**src/rtl/sram_mem_pkg.sv**
```systemverilog
// Shared types and constants for the MEM-stage SRAM controller.
// State encoding, word-address shift and default timing/base parameters.
package sram_mem_pkg;

    typedef enum logic [1:0] {
        IDLE   = 2'd0,
        ACCESS = 2'd1,
        DONE   = 2'd2
    } state_t;

    localparam int          WORD_SHIFT      = 2;
    localparam logic [31:0] DEF_BASE_ADDR   = 32'd1024;
    localparam int          DEF_WAIT_CYCLES = 5;

endpackage

```
**src/rtl/sram_wait_timer.sv**
```systemverilog
// 4-bit loadable access timer; o_tc flags the last strobe cycle.
// Counts up from 0 and holds once the terminal count WAIT_CYCLES-1 is reached.
import sram_mem_pkg::*;

module sram_wait_timer #(
    parameter int WAIT_CYCLES = DEF_WAIT_CYCLES
) (
    input  logic i_clk,
    input  logic i_rst_n,
    input  logic i_load,
    input  logic i_en,
    output logic o_tc
);

    logic [3:0] r_cnt;

    always_ff @(posedge i_clk or negedge i_rst_n) begin
        if (!i_rst_n) begin
            r_cnt <= 4'd0;
        end else if (i_load) begin
            r_cnt <= 4'd0;
        end else if (i_en && !o_tc) begin
            r_cnt <= r_cnt + 4'd1;
        end
    end

    assign o_tc = (r_cnt == 4'(WAIT_CYCLES - 1));

endmodule

```
**src/rtl/sram_mem_ctrl.sv**
```systemverilog
// MEM-stage controller for a fixed-latency single-port SRAM; freezes the pipeline per access.
// Optional stall-cycle counter enabled by defining SRAM_STALL_CNT_EN.
//
// state  | meaning
// IDLE   | waiting for a request; Ready = ~req
// ACCESS | strobes asserted for WAIT_CYCLES cycles
// DONE   | one-cycle Ready pulse; read data valid
import sram_mem_pkg::*;

module sram_mem_ctrl #(
    parameter int          WAIT_CYCLES = DEF_WAIT_CYCLES,
    parameter logic [31:0] BASE_ADDR   = DEF_BASE_ADDR,
    parameter int          SRAM_AW     = 18
) (
    input  logic               CLK,
    input  logic               RST,
    input  logic               MEM_R_EN,
    input  logic               MEM_W_EN,
    input  logic [31:0]        ADDR,
    input  logic [31:0]        WDATA,
    output logic               Ready,
    output logic [31:0]        RDATA,
    output logic [SRAM_AW-1:0] SRAM_ADDR,
    output logic [31:0]        SRAM_WDATA,
    input  logic [31:0]        SRAM_RDATA,
    output logic               SRAM_WE_N,
    output logic               SRAM_OE_N,
    output logic [31:0]        STALL_CNT
);

    state_t             r_state;
    state_t             w_next;
    logic               w_req;
    logic               w_load;
    logic               w_en;
    logic               w_tc;
    logic [SRAM_AW-1:0] r_addr;
    logic [31:0]        r_wdata;
    logic               r_is_wr;
    logic [31:0]        r_rdata;

    assign w_req = MEM_R_EN | MEM_W_EN;

    sram_wait_timer #(.WAIT_CYCLES(WAIT_CYCLES)) u_timer (
        .i_clk   (CLK),
        .i_rst_n (RST),
        .i_load  (w_load),
        .i_en    (w_en),
        .o_tc    (w_tc)
    );

    always_ff @(posedge CLK or negedge RST) begin
        if (!RST) begin
            r_state <= IDLE;
        end else begin
            r_state <= w_next;
        end
    end

    always_comb begin
        w_next = r_state;
        case (r_state)
            IDLE:    if (w_req) w_next = ACCESS;
            ACCESS:  if (w_tc)  w_next = DONE;
            DONE:    w_next = IDLE;
            default: w_next = IDLE;
        endcase
    end

    // Ready is forced high during reset so the pipeline is never frozen by a dead access.
    always_comb begin
        w_load    = (r_state == IDLE) && w_req;
        w_en      = (r_state == ACCESS);
        SRAM_WE_N = !((r_state == ACCESS) && r_is_wr);
        SRAM_OE_N = !((r_state == ACCESS) && !r_is_wr);
        Ready     = 1'b1;
        if (RST) begin
            case (r_state)
                IDLE:    Ready = !w_req;
                ACCESS:  Ready = 1'b0;
                DONE:    Ready = 1'b1;
                default: Ready = 1'b1;
            endcase
        end
    end

    always_ff @(posedge CLK or negedge RST) begin
        if (!RST) begin
            r_addr  <= '0;
            r_wdata <= 32'd0;
            r_is_wr <= 1'b0;
            r_rdata <= 32'd0;
        end else begin
            if (w_load) begin
                r_addr  <= SRAM_AW'((ADDR - BASE_ADDR) >> WORD_SHIFT);
                r_wdata <= WDATA;
                r_is_wr <= MEM_W_EN;
            end
            if ((r_state == ACCESS) && w_tc && !r_is_wr) begin
                r_rdata <= SRAM_RDATA;
            end
        end
    end

    assign SRAM_ADDR  = r_addr;
    assign SRAM_WDATA = r_wdata;
    assign RDATA      = r_rdata;

`ifdef SRAM_STALL_CNT_EN
    logic [31:0] r_stall_cnt;

    always_ff @(posedge CLK or negedge RST) begin
        if (!RST) begin
            r_stall_cnt <= 32'd0;
        end else if (!Ready) begin
            r_stall_cnt <= r_stall_cnt + 32'd1;
        end
    end

    assign STALL_CNT = r_stall_cnt;
`else
    assign STALL_CNT = 32'd0;
`endif

endmodule

```
**config.mk**
```make
export PLATFORM = sky130hd
export DESIGN_NAME = sram_mem_ctrl
export DESIGN_NICKNAME = d
export VERILOG_FILES = /design/src/rtl/sram_mem_pkg.sv /design/src/rtl/sram_wait_timer.sv /design/src/rtl/sram_mem_ctrl.sv
export SDC_FILE = /design/constraint.sdc
export NUM_CORES = 1
export LEC_CHECK = 0
export CORE_ASPECT_RATIO = 1.5
export CORE_MARGIN = 4
export CORE_UTILIZATION = 41
export DETAILED_ROUTE_END_ITERATION = 10
export PLACE_DENSITY = 0.82
export SETUP_SLACK_MARGIN = 0.1
export SLEW_MARGIN = 20
export SYNTH_ARGS = -nofsm -noshare
export SYNTH_HDL_FRONTEND = slang
export SYNTH_SLANG_ARGS = --single-unit
```
**constraint.sdc**
```tcl
create_clock -name CLK -period 5.3 [get_ports CLK]
set_input_delay 1.06 -clock CLK [delete_from_list [all_inputs] [get_ports CLK]]
set_output_delay 1.06 -clock CLK [all_outputs]
set_load 0.03 [all_outputs]
```
==> impl_metrics.env, run 1 <==
export IMPL_route_antenna_remaining_nets=0
export IMPL_fillers=698
export IMPL_die_h_um=126
export IMPL_hp_class="reg -> reg"
export IMPL_grt_max_degree=50
export IMPL_antennaDiodeCount=0
export IMPL_finalSetupViolCount=0
export IMPL_cts_inserted_buffers=9
export IMPL_wl_per_cell_um=15.9
export IMPL_multi_input_area_mm2=0.00140
export IMPL_synth_area_per_cell_um2=13.7
export IMPL_area_growth_pct=52.8
export IMPL_vias=2718
export IMPL_core_area_mm2=0.00893
export IMPL_worst_skew_pair_late_latency_ns=0.33
export IMPL_place_inst=551
export IMPL_cp_required_ns=4.24
export IMPL_p_per_area_mw_per_mm2=675
export IMPL_clockBufferDepth=2
export IMPL_die_x_um=86.7
export IMPL_htreeDepth=3
export IMPL_status="complete, no violations"
export IMPL_crit_path_start_kind="input port"
export IMPL_cap_violations=0
export IMPL_synth_seq_area_share=0.584
export IMPL_worst_slew_pin_slew_ns=0.748
export IMPL_min_period_ns=3.80
export IMPL_io_buffers=170
export IMPL_p_leak_uw=0.00243
export IMPL_drc=0
export IMPL_rsz0062_at_grt="false"
export IMPL_fin_nets=555
export IMPL_die_area_mm2=0.0109
export IMPL_hold_violations=0
export IMPL_wl_um=9010
export IMPL_clk_pin_slew_worst_paths_ns=0.06
export IMPL_dr_first_iter_drc_count=53
export IMPL_synth_distinct_cells=32
export IMPL_vias_per_cell=4.79
export IMPL_grt_overflow=0
export IMPL_track_usage=0.171
export IMPL_slew_headroom=0.500
export IMPL_cts_root_buf="clkbuf_16"
export IMPL_synth_cell_area_mm2=0.00381
export IMPL_skew_ns=0.00597
export IMPL_fin_crit_sh=0.718
export IMPL_yosysWarningCount=0
export IMPL_crit_type="in -> out"
export IMPL_ios=217
export IMPL_place_congestion=0.840
export IMPL_cp_arrival_ns=2.74
export IMPL_synthCells=279
export IMPL_cts_sinks=89
export IMPL_synth_flop_cell="dfrtp_1"
export IMPL_cts_resized=0
export IMPL_post_cts_setup_buffers=0
export IMPL_fin_cells=567
export IMPL_rows=42
export IMPL_peakVddDrop_v=0.000325
export IMPL_cp_max_fo=8
export IMPL_async_reset_ff_frac=1.00
export IMPL_finalMaxSlewViolations=0
export IMPL_cp_end_kind="output pin"
export IMPL_cts_tree="yes"
export IMPL_grt_pass1_wl_um=14500
export IMPL_start_util=0.427
export IMPL_dpl_hpwl_um=6980
export IMPL_seq_area_mm2=0.00223
export IMPL_grt_pass1_vias=2973
export IMPL_postCtsHoldBufs=0
export IMPL_fmaxAchievable_ghz=0.263
export IMPL_ys_ff_latch=89
export IMPL_drive_gt1_frac=0.219
export IMPL_final_setup_tns_ns=0
export IMPL_drt_pre_antenna_iters=4
export IMPL_synth_edf_count=0
export IMPL_antenna_found_initial=0
[cell usage in the layout, fill, tap and decap left out, types with 6 or more instances in the layout]
cell type,count
a21oi_1,8
a31oi_1,6
clkbuf_16,9
clkdlybuf4s50_1,169
conb_1,32
dfrtp_1,89
mux2_2,73
o21ai_0,13
[final timing paths]
| kind | endpoint | slack, ns | depth (start not counted) | start |
|---|---|---|---|---|
| max | Ready | 1.50 | 4 | MEM_W_EN |
| min | u_timer.r_cnt[3] | 0.49 | 1 | u_timer.r_cnt[3] |
| max reg2reg | SRAM_WDATA[31] | 3.00 | 4 | r_state[1] |
| min reg2reg | u_timer.r_cnt[3] | 0.49 | 1 | u_timer.r_cnt[3] |
| max in group asynchronous | RDATA[16] | 3.58 | 2 | RST |
| min in group asynchronous | SRAM_ADDR[16] | 0.71 | 1 | RST |
[cells by family after synthesis]
| group | count (synthesis) | share of synthesized area |
|---|---|---|
| adders and majority gates | 3 | 0.00985 |
| other | 1 | 0.000984 |
| DFF | 89 | 0.584 |
| AOI/OAI and AO/OA | 31 | 0.0456 |
| muxes | 76 | 0.224 |
| xor gates and xnor gates | 2 | 0.00460 |
| buffers and inverters | 46 | 0.0801 |
| and+or+nand+nor | 31 | 0.0509 |
[flip-flops by register name (all words and copies together), names as in the netlist]
name,flops
r_state,2
u_timer.r_cnt,4
SRAM_WDATA,32
SRAM_ADDR,18
RDATA,32
r_is_wr,1
[per-layer routing]
metal / up-vias / GRT usage / part of all wire
li1: 1266 / - / -
met1: 1294 / 0.167 / 0.34
met2: 136 / 0.308 / 0.54
met4: 0 / 0.0945 / 0.042
met3: 22 / 0.0549 / 0.084
met5: - / 0 / 0
[cells in the mapped netlist (3+ instances only)]
library cell / number / area [um^2]
buf_2: 7 / 35.0
inv_1: 4 / 15.0
o21ai_0: 13 / 65.1
a31oi_1: 6 / 37.5
nand3_1: 4 / 20.0
mux2_2: 73 / 822
or4_1: 3 / 22.5
nand2b_1: 4 / 25.0
dfrtp_1: 89 / 2230
o31ai_1: 3 / 22.5
nor2_1: 4 / 15.0
buf_4: 33 / 248
a21oi_1: 8 / 40.0
ha_1: 3 / 37.5
[critical path, cell delays in order]
cell and delay [ns]:
clkdlybuf4s50_1 0.43, or2_2 0.38, o21ai_0 0.17, clkdlybuf4s50_1 0.70
[power by group]
group	leakage (uW)	switching (uW)	internal, uW	total, uW
clock network	0.000144	256	412	668
registers	0.00104	178	1030	1200
logic	0.00124	1120	942	2060
[layout make-up]
| type | instances | area share |
|---|---|---|
| Multi-Input combinational cell | 175 | 0.241 |
| Timing Repair Buffer | 173 | 0.296 |
| Sequential cell | 89 | 0.382 |
| Tap cell | 110 | 0.0236 |
| Inverter | 4 | 0.00258 |
| Clock buffer | 9 | 0.0387 |
| Clock inverter | 7 | 0.0163 |
[per-stage QoR]
stage | util | setup slack (ns) | hold WS (ns) | instance area [um^2] | total power, uW
finish | 0.652 | 1.50 | 0.495 | 5830 | 3930
detailed placement | 0.616 | 1.48 | 0.475 | 5510 | 3310
CTS | 0.652 | 1.49 | 0.500 | 5830 | 3990
floorplan | - | 2.04 | 0.448 | 3930 | 2420
global placement | 0.616 | 1.47 | 0.466 | 5510 | 3250
global route | 0.652 | 1.42 | 0.509 | 5830 | 4150
Power figures use the tool's default switching activity.
==> run 2: changes to the inputs <==
--- a/config.mk
+++ b/config.mk
@@ -7,9 +7,9 @@
 export LEC_CHECK = 0
 export CORE_ASPECT_RATIO = 1.5
 export CORE_MARGIN = 4
-export CORE_UTILIZATION = 41
+export CORE_UTILIZATION = 38
 export DETAILED_ROUTE_END_ITERATION = 10
-export PLACE_DENSITY = 0.82
+export PLACE_DENSITY = 0.77
 export SETUP_SLACK_MARGIN = 0.1
 export SLEW_MARGIN = 20
 export SYNTH_ARGS = -nofsm -noshare
==> constraint.sdc (replaced) <==
create_clock -name CLK -period 3.94 [get_ports CLK]
set_input_delay 0.788 -clock CLK [delete_from_list [all_inputs] [get_ports CLK]]
set_output_delay 0.788 -clock CLK [all_outputs]
set_load 0.03 [all_outputs]
==> impl_metrics.env, run 2 (same netlist as run 1, synthesis figures left out) <==
export IMPL_die_h_um=131
export IMPL_grt_overflow=0
export IMPL_status="complete, no violations"
export IMPL_cp_required_ns=3.15
export IMPL_place_congestion=0.818
export IMPL_htreeDepth=3
export IMPL_slowest_delay_ns=0.69
export IMPL_crit_chain="clkdlybuf4s50_1 > or2_2 > o21ai_0 > clkdlybuf4s50_1"
export IMPL_post_cts_setup_buffers=0
export IMPL_clk_pin_slew_worst_paths_ns=0.06
export IMPL_cap_violations=0
export IMPL_clockBufferDepth=2
export IMPL_finalSetupViolCount=0
export IMPL_cts_resized=0
export IMPL_most_common_layout_cells="clkdlybuf4s50_1 (169), dfrtp_1 (89), mux2_2 (73)"
export IMPL_vias=2741
export IMPL_drive_gt1_frac=0.218
export IMPL_drc=0
export IMPL_cp_arrival_ns=2.47
export IMPL_peakVddDrop_v=0.000485
export IMPL_cp_max_fo=8
export IMPL_multi_input_area_mm2=0.00140
export IMPL_core_area_mm2=0.00974
export IMPL_die_x_um=89.8
export IMPL_grt_max_degree=80
export IMPL_hold_violations=0
export IMPL_wl_per_cell_um=15.8
export IMPL_cp_top_family="buffers and inverters"
export IMPL_crit_path_start_kind="input port"
export IMPL_slew_headroom=0.632
export IMPL_final_setup_tns_ns=0
export IMPL_critPathBufInv=2
export IMPL_p_per_area_mw_per_mm2=900
export IMPL_ios=217
export IMPL_rows=44
export IMPL_fmaxAchievable_ghz=0.307
export IMPL_cts_tree="yes"
export IMPL_cp_common_cell="clkdlybuf4s50_1"
export IMPL_seq_area_mm2=0.00223
export IMPL_rsz0062_at_grt="false"
export IMPL_cts_inserted_buffers=9
export IMPL_skew_ns=0.00595
export IMPL_wl_um=9030
export IMPL_hp_class="in -> async"
export IMPL_drt_pre_antenna_iters=4
export IMPL_cts_root_buf="clkbuf_16"
export IMPL_worst_skew_pair_late_latency_ns=0.34
export IMPL_track_usage=0.153
export IMPL_cts_sinks=89
export IMPL_dpl_hpwl_um=6930
export IMPL_start_util=0.391
export IMPL_postCtsHoldBufs=0
export IMPL_crit_type="in -> out"
export IMPL_fin_nets=556
export IMPL_grt_pass1_wl_um=14300
export IMPL_area_growth_pct=53.2
export IMPL_layout_commonest_cell="clkdlybuf4s50_1"
export IMPL_cp_end_kind="output pin"
export IMPL_worst_slew_pin_slew_ns=0.552
export IMPL_place_inst=556
export IMPL_fin_cells=573
export IMPL_fin_crit_sh=0.827
export IMPL_fillers=798
export IMPL_min_period_ns=3.26
export IMPL_route_antenna_remaining_nets=0
export IMPL_p_leak_uw=0.00244
export IMPL_grt_pass1_vias=2971
export IMPL_antenna_found_initial=0
export IMPL_finalMaxSlewViolations=0
export IMPL_dr_first_iter_drc_count=65
export IMPL_antennaDiodeCount=0
export IMPL_io_buffers=170
export IMPL_cp_slowest_cell="clkdlybuf4s50_1"
export IMPL_vias_per_cell=4.78
export IMPL_total_power_uw=5250
export IMPL_die_area_mm2=0.0117
==> run 2: changes by cell type in the layout (fill, tap and decap cells not counted) <==
cell	delta
buf_12	+1
bufinv_16	-1
clkbuf_1	+1
clkbuf_8	+2
clkinv_4	+1
clkinvlp_4	-3
==> run 2: layout make-up <==
| class | instances | area share |
|---|---|---|
| clock buffer | 12 | 0.0439 |
| clock inverter | 4 | 0.00879 |
| inverter | 4 | 0.00257 |
| multi-input combinational | 175 | 0.240 |
| sequential | 89 | 0.381 |
| tap | 115 | 0.0246 |
| timing repair buffer | 174 | 0.298 |
==> run 2: through the flow <==
step / util / area [um^2] / setup WS (ns) / hold WS, ns
after floorplan: - / 3930 / 1.22 / 0.448
after global placement: 0.566 / 5510 / 0.623 / 0.464
after detailed placement: 0.566 / 5510 / 0.674 / 0.492
after CTS: 0.597 / 5820 / 0.671 / 0.270
after global routing: 0.599 / 5840 / 0.624 / 0.276
final: 0.599 / 5840 / 0.680 / 0.278
==> run 2: power by group <==
group	internal, uW	switching (uW)
registers	1380	243
clock network	526	335
logic	1270	1500
==> run 2: per-layer routing <==
metal / track usage / part of all wire
met1: 0.161 / 0.36
met2: 0.274 / 0.53
met3: 0.0567 / 0.087
met4: 0.0731 / 0.020
met5: 0 / 0
==> run 2: worst paths after layout <==
| check | to | cells past startpoint | start | slack [ns] |
|---|---|---|---|---|
| setup / recovery | Ready | 4 | MEM_W_EN | 0.68 |
| hold / removal | RDATA[22] | 1 | RST | 0.28 |
| setup reg to reg | SRAM_ADDR[11] | 4 | r_state[1] | 1.91 |
| hold reg to reg | RDATA[6] | 1 | RDATA[6] | 0.50 |
| max in group asynchronous | SRAM_WDATA[2] | 3 | RST | 2.69 |
| min in group CLK | RDATA[6] | 1 | RDATA[6] | 0.50 |
